**src/rtl/jtdsp16_pkg.sv**
```systemverilog
// Shared definitions for the jtdsp16 program-ROM arbiter: owner ids,
// arbiter FSM states and default parameter values.
package jtdsp16_pkg;

  typedef enum logic [1:0] {
    OWN_TBL   = 2'd0,
    OWN_FETCH = 2'd1,
    OWN_DBG   = 2'd2,
    OWN_PF    = 2'd3
  } owner_e;

  typedef enum logic [1:0] {
    ST_IDLE   = 2'd0,
    ST_ACCESS = 2'd1,
    ST_GAP    = 2'd2
  } state_e;

  localparam logic [15:0]  DUMMY_DEF   = 16'hFFFF;
  localparam int unsigned  TIMEOUT_DEF = 63;

endpackage

```
**src/rtl/jtdsp16_rom_slot.sv**
```systemverilog
// One cached ROM word: tag/valid/data registers plus the combinational
// "word valid for the address currently requested" compare.
module jtdsp16_rom_slot (
  input  logic        clk_i,
  input  logic        rst_i,
  input  logic        load_i,
  input  logic        clr_i,
  input  logic [15:0] tag_i,
  input  logic [15:0] data_i,
  input  logic        req_i,
  input  logic [15:0] addr_i,
  output logic        ok_o,
  output logic [15:0] data_o
);

  logic        valid_q;
  logic [15:0] tag_q;
  logic [15:0] data_q;

  // Capture a returned word under its tag; clear only drops validity.
  always_ff @(posedge clk_i or posedge rst_i) begin
    if (rst_i) begin
      valid_q <= 1'b0;
      tag_q   <= '0;
      data_q  <= '0;
    end else if (clr_i) begin
      valid_q <= 1'b0;
    end else if (load_i) begin
      valid_q <= 1'b1;
      tag_q   <= tag_i;
      data_q  <= data_i;
    end
  end

  assign ok_o   = req_i && valid_q && (addr_i == tag_q);
  assign data_o = data_q;

endmodule

```
**src/rtl/jtdsp16_rom_arb.sv**
```systemverilog
// Program-ROM port arbiter for jtdsp16: table > fetch > debug, one access
// at a time, one idle cycle of mem_cs between accesses, timeout with a
// dummy word. Define JTDSP16_ROM_PREFETCH_EN to add a sequential
// instruction prefetch slot.
module jtdsp16_rom_arb
  import jtdsp16_pkg::*;
#(
  parameter int unsigned TIMEOUT = TIMEOUT_DEF,
  parameter logic [15:0] DUMMY   = DUMMY_DEF
) (
  input  logic        clk,
  input  logic        rst,
  input  logic        fetch_req,
  input  logic [15:0] fetch_addr,
  output logic [15:0] fetch_dout,
  output logic        fetch_ok,
  input  logic        tbl_req,
  input  logic [15:0] tbl_addr,
  output logic [15:0] tbl_dout,
  output logic        tbl_ok,
  input  logic        dbg_req,
  input  logic [15:0] dbg_addr,
  output logic [15:0] dbg_dout,
  output logic        dbg_ok,
  output logic        stall,
  output logic        mem_cs,
  output logic [15:0] mem_addr,
  input  logic [15:0] mem_data,
  input  logic        mem_ok,
  output logic        tmo_err
);

  localparam logic [5:0] TMO = 6'(TIMEOUT);

  state_e      state_q;
  owner_e      owner_q;
  logic        mem_cs_q;
  logic [15:0] mem_addr_q;
  logic [5:0]  cnt_q;
  logic        tmo_q;

  logic        need_t, need_f, need_d, need_f_dem;
  logic        done;
  logic [15:0] wdata;
  logic        pick_vld;
  owner_e      pick_own;
  logic [15:0] pick_addr;
  logic        ld_tbl, ld_fetch, ld_dbg;
  logic [15:0] f_tag, f_data;

  assign need_t = tbl_req   && !tbl_ok;
  assign need_f = fetch_req && !fetch_ok;
  assign need_d = dbg_req   && !dbg_ok;
  assign stall  = need_f || need_t;

  assign done   = (state_q == ST_ACCESS) && (mem_ok || (cnt_q == TMO));
  assign wdata  = mem_ok ? mem_data : DUMMY;
  assign ld_tbl = done && (owner_q == OWN_TBL);
  assign ld_dbg = done && (owner_q == OWN_DBG);

`ifdef JTDSP16_ROM_PREFETCH_EN
  logic        pf_ok, pf_hit, ld_pf;
  logic [15:0] pf_data;
  logic        pf_pend_q;
  logic [15:0] pf_base_q;

  // A prefetch hit is copied into the fetch slot without touching memory.
  assign pf_hit     = (state_q == ST_IDLE) && need_f && pf_ok;
  assign need_f_dem = need_f && !pf_ok;
  assign ld_pf      = done && (owner_q == OWN_PF);
  assign ld_fetch   = (done && (owner_q == OWN_FETCH)) || pf_hit;
  assign f_tag      = pf_hit ? fetch_addr : mem_addr_q;
  assign f_data     = pf_hit ? pf_data : wdata;

  jtdsp16_rom_slot u_pf (
    .clk_i(clk), .rst_i(rst), .load_i(ld_pf), .clr_i(pf_hit),
    .tag_i(mem_addr_q), .data_i(wdata), .req_i(fetch_req),
    .addr_i(fetch_addr), .ok_o(pf_ok), .data_o(pf_data)
  );

  // Remember the last completed fetch address until its successor is issued.
  always_ff @(posedge clk or posedge rst) begin
    if (rst) begin
      pf_pend_q <= 1'b0;
      pf_base_q <= '0;
    end else begin
      if ((state_q == ST_IDLE) && pick_vld && (pick_own == OWN_PF))
        pf_pend_q <= 1'b0;
      if (ld_fetch) begin
        pf_pend_q <= 1'b1;
        pf_base_q <= f_tag;
      end
    end
  end
`else
  assign need_f_dem = need_f;
  assign ld_fetch   = done && (owner_q == OWN_FETCH);
  assign f_tag      = mem_addr_q;
  assign f_data     = wdata;
`endif

  // Fixed-priority selection of the next access to issue from IDLE.
  always_comb begin
    pick_vld  = 1'b0;
    pick_own  = OWN_TBL;
    pick_addr = '0;
    if (need_t) begin
      pick_vld  = 1'b1;
      pick_own  = OWN_TBL;
      pick_addr = tbl_addr;
    end else if (need_f_dem) begin
      pick_vld  = 1'b1;
      pick_own  = OWN_FETCH;
      pick_addr = fetch_addr;
    end else if (need_d) begin
      pick_vld  = 1'b1;
      pick_own  = OWN_DBG;
      pick_addr = dbg_addr;
`ifdef JTDSP16_ROM_PREFETCH_EN
    end else if (pf_pend_q) begin
      pick_vld  = 1'b1;
      pick_own  = OWN_PF;
      pick_addr = pf_base_q + 16'd1;
`endif
    end
  end

  // Access sequencer: IDLE issues, ACCESS waits for data or timeout, GAP idles cs.
  always_ff @(posedge clk or posedge rst) begin
    if (rst) begin
      state_q    <= ST_IDLE;
      owner_q    <= OWN_TBL;
      mem_cs_q   <= 1'b0;
      mem_addr_q <= '0;
      cnt_q      <= '0;
      tmo_q      <= 1'b0;
    end else begin
      case (state_q)
        ST_IDLE: begin
          if (pick_vld) begin
            mem_addr_q <= pick_addr;
            owner_q    <= pick_own;
            mem_cs_q   <= 1'b1;
            cnt_q      <= '0;
            state_q    <= ST_ACCESS;
          end
        end
        ST_ACCESS: begin
          if (mem_ok || (cnt_q == TMO)) begin
            mem_cs_q <= 1'b0;
            state_q  <= ST_GAP;
            if (!mem_ok) tmo_q <= 1'b1;
          end else begin
            cnt_q <= cnt_q + 6'd1;
          end
        end
        ST_GAP:  state_q <= ST_IDLE;
        default: state_q <= ST_IDLE;
      endcase
    end
  end

  jtdsp16_rom_slot u_tbl (
    .clk_i(clk), .rst_i(rst), .load_i(ld_tbl), .clr_i(1'b0),
    .tag_i(mem_addr_q), .data_i(wdata), .req_i(tbl_req),
    .addr_i(tbl_addr), .ok_o(tbl_ok), .data_o(tbl_dout)
  );

  jtdsp16_rom_slot u_fetch (
    .clk_i(clk), .rst_i(rst), .load_i(ld_fetch), .clr_i(1'b0),
    .tag_i(f_tag), .data_i(f_data), .req_i(fetch_req),
    .addr_i(fetch_addr), .ok_o(fetch_ok), .data_o(fetch_dout)
  );

  jtdsp16_rom_slot u_dbg (
    .clk_i(clk), .rst_i(rst), .load_i(ld_dbg), .clr_i(1'b0),
    .tag_i(mem_addr_q), .data_i(wdata), .req_i(dbg_req),
    .addr_i(dbg_addr), .ok_o(dbg_ok), .data_o(dbg_dout)
  );

  assign mem_cs   = mem_cs_q;
  assign mem_addr = mem_addr_q;
  assign tmo_err  = tmo_q;

endmodule

```
**config.mk**
```make
export PLATFORM = sky130hd
export DESIGN_NAME = jtdsp16_rom_arb
export DESIGN_NICKNAME = d
export VERILOG_FILES = /design/src/rtl/jtdsp16_pkg.sv /design/src/rtl/jtdsp16_rom_slot.sv /design/src/rtl/jtdsp16_rom_arb.sv
export SDC_FILE = /design/constraint.sdc
export NUM_CORES = 1
export LEC_CHECK = 0
export BUFFER_PORTS_ARGS = -buffer_cell sky130_fd_sc_hd__buf_2
export CAP_MARGIN = 20
export CORE_ASPECT_RATIO = 1.4
export CORE_MARGIN = 10
export CORE_UTILIZATION = 53
export CTS_CLUSTER_DIAMETER = 80
export DETAILED_ROUTE_END_ITERATION = 10
export GPL_TIMING_DRIVEN = 1
export PLACE_DENSITY = 0.81
export SLEW_MARGIN = 20
export SYNTH_ARGS = -nofsm -noshare
export SYNTH_HDL_FRONTEND = slang
export SYNTH_SLANG_ARGS = --single-unit
```
**constraint.sdc**
```tcl
create_clock -name clk -period 6 [get_ports clk]
set_clock_uncertainty 0.1 [all_clocks]
set_input_delay 1.5 -clock clk [delete_from_list [all_inputs] [get_ports clk]]
set_output_delay 1.5 -clock clk [all_outputs]
set_load 0.05 [all_outputs]
```
==> impl_metrics.toml <==
[synth]
primary_flip_flop_cell_chosen_by_synthesis_mapping = "sky130_fd_sc_hd__dfrtp_1"
netlist_area_um2 = 5690
postSynthAreaPerCell_um2 = 11.1
ys_ff_latch = 127
yosys.cell_types.count = 42
synthesis.yosys.warnings = 0
synthArstFlopShare = 1.00
synth_edf_count = 0
synthXorXnorAreaFrac = 0.0739
synth.net_count = 583
synth_compound_gate_area_share = 0.119
most_repeated_cell_in_the_gate_level_netlist_after_synthesis = "sky130_fd_sc_hd__dfrtp_1"
seq_area_frac_synth = 0.559
synth_top_area_frac = 0.559
netlist_instances = 512
yosys.area.top_type = "sky130_fd_sc_hd__dfrtp_1"
synth_top_family_by_area = "simple AND/OR/NAND/NOR gates"
synthTopCellsByArea = "sky130_fd_sc_hd__dfrtp_1 (56%), sky130_fd_sc_hd__mux2_2 (9.5%), sky130_fd_sc_hd__nor2_1 (4.7%)"
synthMuxAreaShare = 0.0951
synth_common_cells = "sky130_fd_sc_hd__dfrtp_1 (127), sky130_fd_sc_hd__nor2_1 (71), sky130_fd_sc_hd__a21oi_1 (52), sky130_fd_sc_hd__mux2_2 (48)"
post_synth_fa_ha_maj_area_fraction = 0.00220
synthSimpleGateAreaFrac = 0.121

[run]
drv_cap = 0

[clock_tree]
path_clk_slew_ns = 0.05
cts_root_buffer = "sky130_fd_sc_hd__clkbuf_16"
cts-root-to-sink-buffers = 2
tritoncts = "built"
postCtsResizedCells = 0
insertion_delay_ns = 0.41
post-cts-setup-buffers = 0
tritoncts_num_sinks = 127
hold_buffers = 0
cts-htree-levels = 4
cts-buffers-inserted = 17

[drt]
drt_drc_violations_left = 0
drt_pass1_iterations = 5
route.detailed.wl_per_inst_um = 19.6
drt_first_iter_violations = 255
via_per_inst = 5.72
drt_wl_total_um = 15600
ant_nets = 0
vias = 4563

[sta]
timing.max_slew.rel_slack = 0.311
rsz0062_at_grt = "no"
measured_slew_at_the_worst_slew_check_pin_ns = 1.03
finalHoldViolations = 0
finalSetupViolCount = 0
min_period_over_period = 0.834
final.setup.tns_ns = 0
fmax_mhz = 200
slew_viols_final = 0
holdWs_ns = 0.383
fin_crit_ns = 5.00

[setup_path]
cp-start-kind = "input port"
critical_path.max_fanout = 20
critical_setup_path_class = "in -> out"
critical_path_required_ns = 4.40
crit_path_end_kind = "output port"
cp.arrival_ns = 3.40

[floorplan]
initial_utilization = 0.544
placeableCoreArea_um2 = 10500
die_height_um = 143
std_cell_rows = 44
die_w_um = 108
fp.dieArea_um2 = 15300
floorplan.io_pins = 140

[placed_design]
hpwl_um = 11300
dpl.cell_count = 766
io_buffer_count = 139
globalplace.congestion = 0.872

[global_route]
grt_start_max_net_pins = 81
wire_length_of_the_first_global_routing_pass_um = 24700
initial_antenna_violation_count = 0
gr-usage-all-layers = 0.203
grt_pass1_vias = 4904
grt_overflow = 0

[hold_path]
min-delay-path-class = "reg -> reg"

[final_layout]
core_utilization_of_the_finished_layout = 0.679
antenna_cells = 0
final_net_count = 719
post_layout_nonfiller_instances = 798
final_layout_size_suffix_gt1_frac = 0.358
synthToLayoutAreaGrowth_pct = 24.8

[pwr]
leakage_power_nw = 3.13
pwr_density_cell_nw_per_um2 = 617
irDropWorstVdd_uv = 272

[run_status]
run_status = "completed"
[logic make-up after synthesis]
logic type	Yosys count
compound gates	105
flops	127
mux	48
fa+ha+maj	1
simple gates	146
xor+xnor	48
buf+inv	37
[cell usage in the layout (no fill, tap or decap), types with 4 or more instances in the layout]
cell / count
sky130_fd_sc_hd__nor2_1: 70
sky130_fd_sc_hd__clkinvlp_4: 4
sky130_fd_sc_hd__inv_1: 7
sky130_fd_sc_hd__xor2_1: 24
sky130_fd_sc_hd__a221oi_1: 16
sky130_fd_sc_hd__nor4_1: 6
sky130_fd_sc_hd__nand3_1: 8
sky130_fd_sc_hd__xnor2_1: 24
sky130_fd_sc_hd__o31ai_1: 16
sky130_fd_sc_hd__mux2_2: 48
sky130_fd_sc_hd__nand4_1: 6
sky130_fd_sc_hd__clkbuf_16: 17
sky130_fd_sc_hd__nand2_1: 24
sky130_fd_sc_hd__nor2b_1: 16
sky130_fd_sc_hd__dfrtp_1: 127
sky130_fd_sc_hd__buf_4: 6
sky130_fd_sc_hd__a21oi_1: 52
sky130_fd_sc_hd__o21ai_0: 5
sky130_fd_sc_hd__buf_2: 139
[area by class of cell]
cell class              instances  area [µm²]
fillers                       784        3360
flip-flops and latches        127        3180
multi-input cells             348        2360
repair buffers                146         752
clock buffers                  18         439
well taps                     138         173
clock inverters                13         165
inverters                       8        32.5
[power breakdown]
group          internal (W)  total [W]  switching [W]
clock              0.000662    0.00105       0.000383
sequential          0.00123    0.00153       0.000293
combinational      0.000557    0.00181        0.00125
[sequential cells by signal, indices dropped and copies added, names as in the netlist, 6 cells and up]
register / flops
mem_addr: 16
u_dbg.data_o: 16
u_dbg.tag_q: 16
u_fetch.data_o: 16
u_fetch.tag_q: 16
u_tbl.data_o: 16
u_tbl.tag_q: 16
cnt_q: 6
[worst paths after layout]
kind | startpoint | cells after the start | slack [ns] | to
max | fetch_addr[1] | 8 | 1.0 | stall
min | u_tbl.valid_q | 1 | 0.38 | u_tbl.valid_q
max reg2reg | cnt_q[0] | 7 | 2.68 | u_dbg.data_o[4]
min reg2reg | u_tbl.valid_q | 1 | 0.38 | u_tbl.valid_q
max in group asynchronous | rst | 3 | 3.43 | u_dbg.data_o[10]
min in group asynchronous | rst | 2 | 1.21 | u_tbl.tag_q[5]
[layer usage]
layer  up-vias  GRT usage  share of wire
met5         -          0              0
met4         0      0.102          0.033
met3        45     0.0739          0.084
met2       225      0.334           0.49
met1      2224      0.226           0.40
li1       2069          -              -
[critical path: stages]
cell and delay, ns:
sky130_fd_sc_hd__buf_2 0.10, sky130_fd_sc_hd__xor2_1 0.23, sky130_fd_sc_hd__nor4_1 0.09, sky130_fd_sc_hd__nand2_1 0.12
sky130_fd_sc_hd__o31a_1 0.75, sky130_fd_sc_hd__nor2_1 0.19, sky130_fd_sc_hd__inv_1 0.13, sky130_fd_sc_hd__buf_2 0.28
[per-stage QoR]
stage                     setup WS, ns  total power [W]  cell area, µm²
after global placement            1.09          0.00326            6480
after detailed placement          1.04          0.00333            6480
after CTS                         1.05          0.00440            7080
after floorplan                   1.02          0.00283            5690
final                            0.996          0.00438            7100
after global routing             0.829          0.00459            7100
Note: power is estimated with default switching activity, not from simulation.
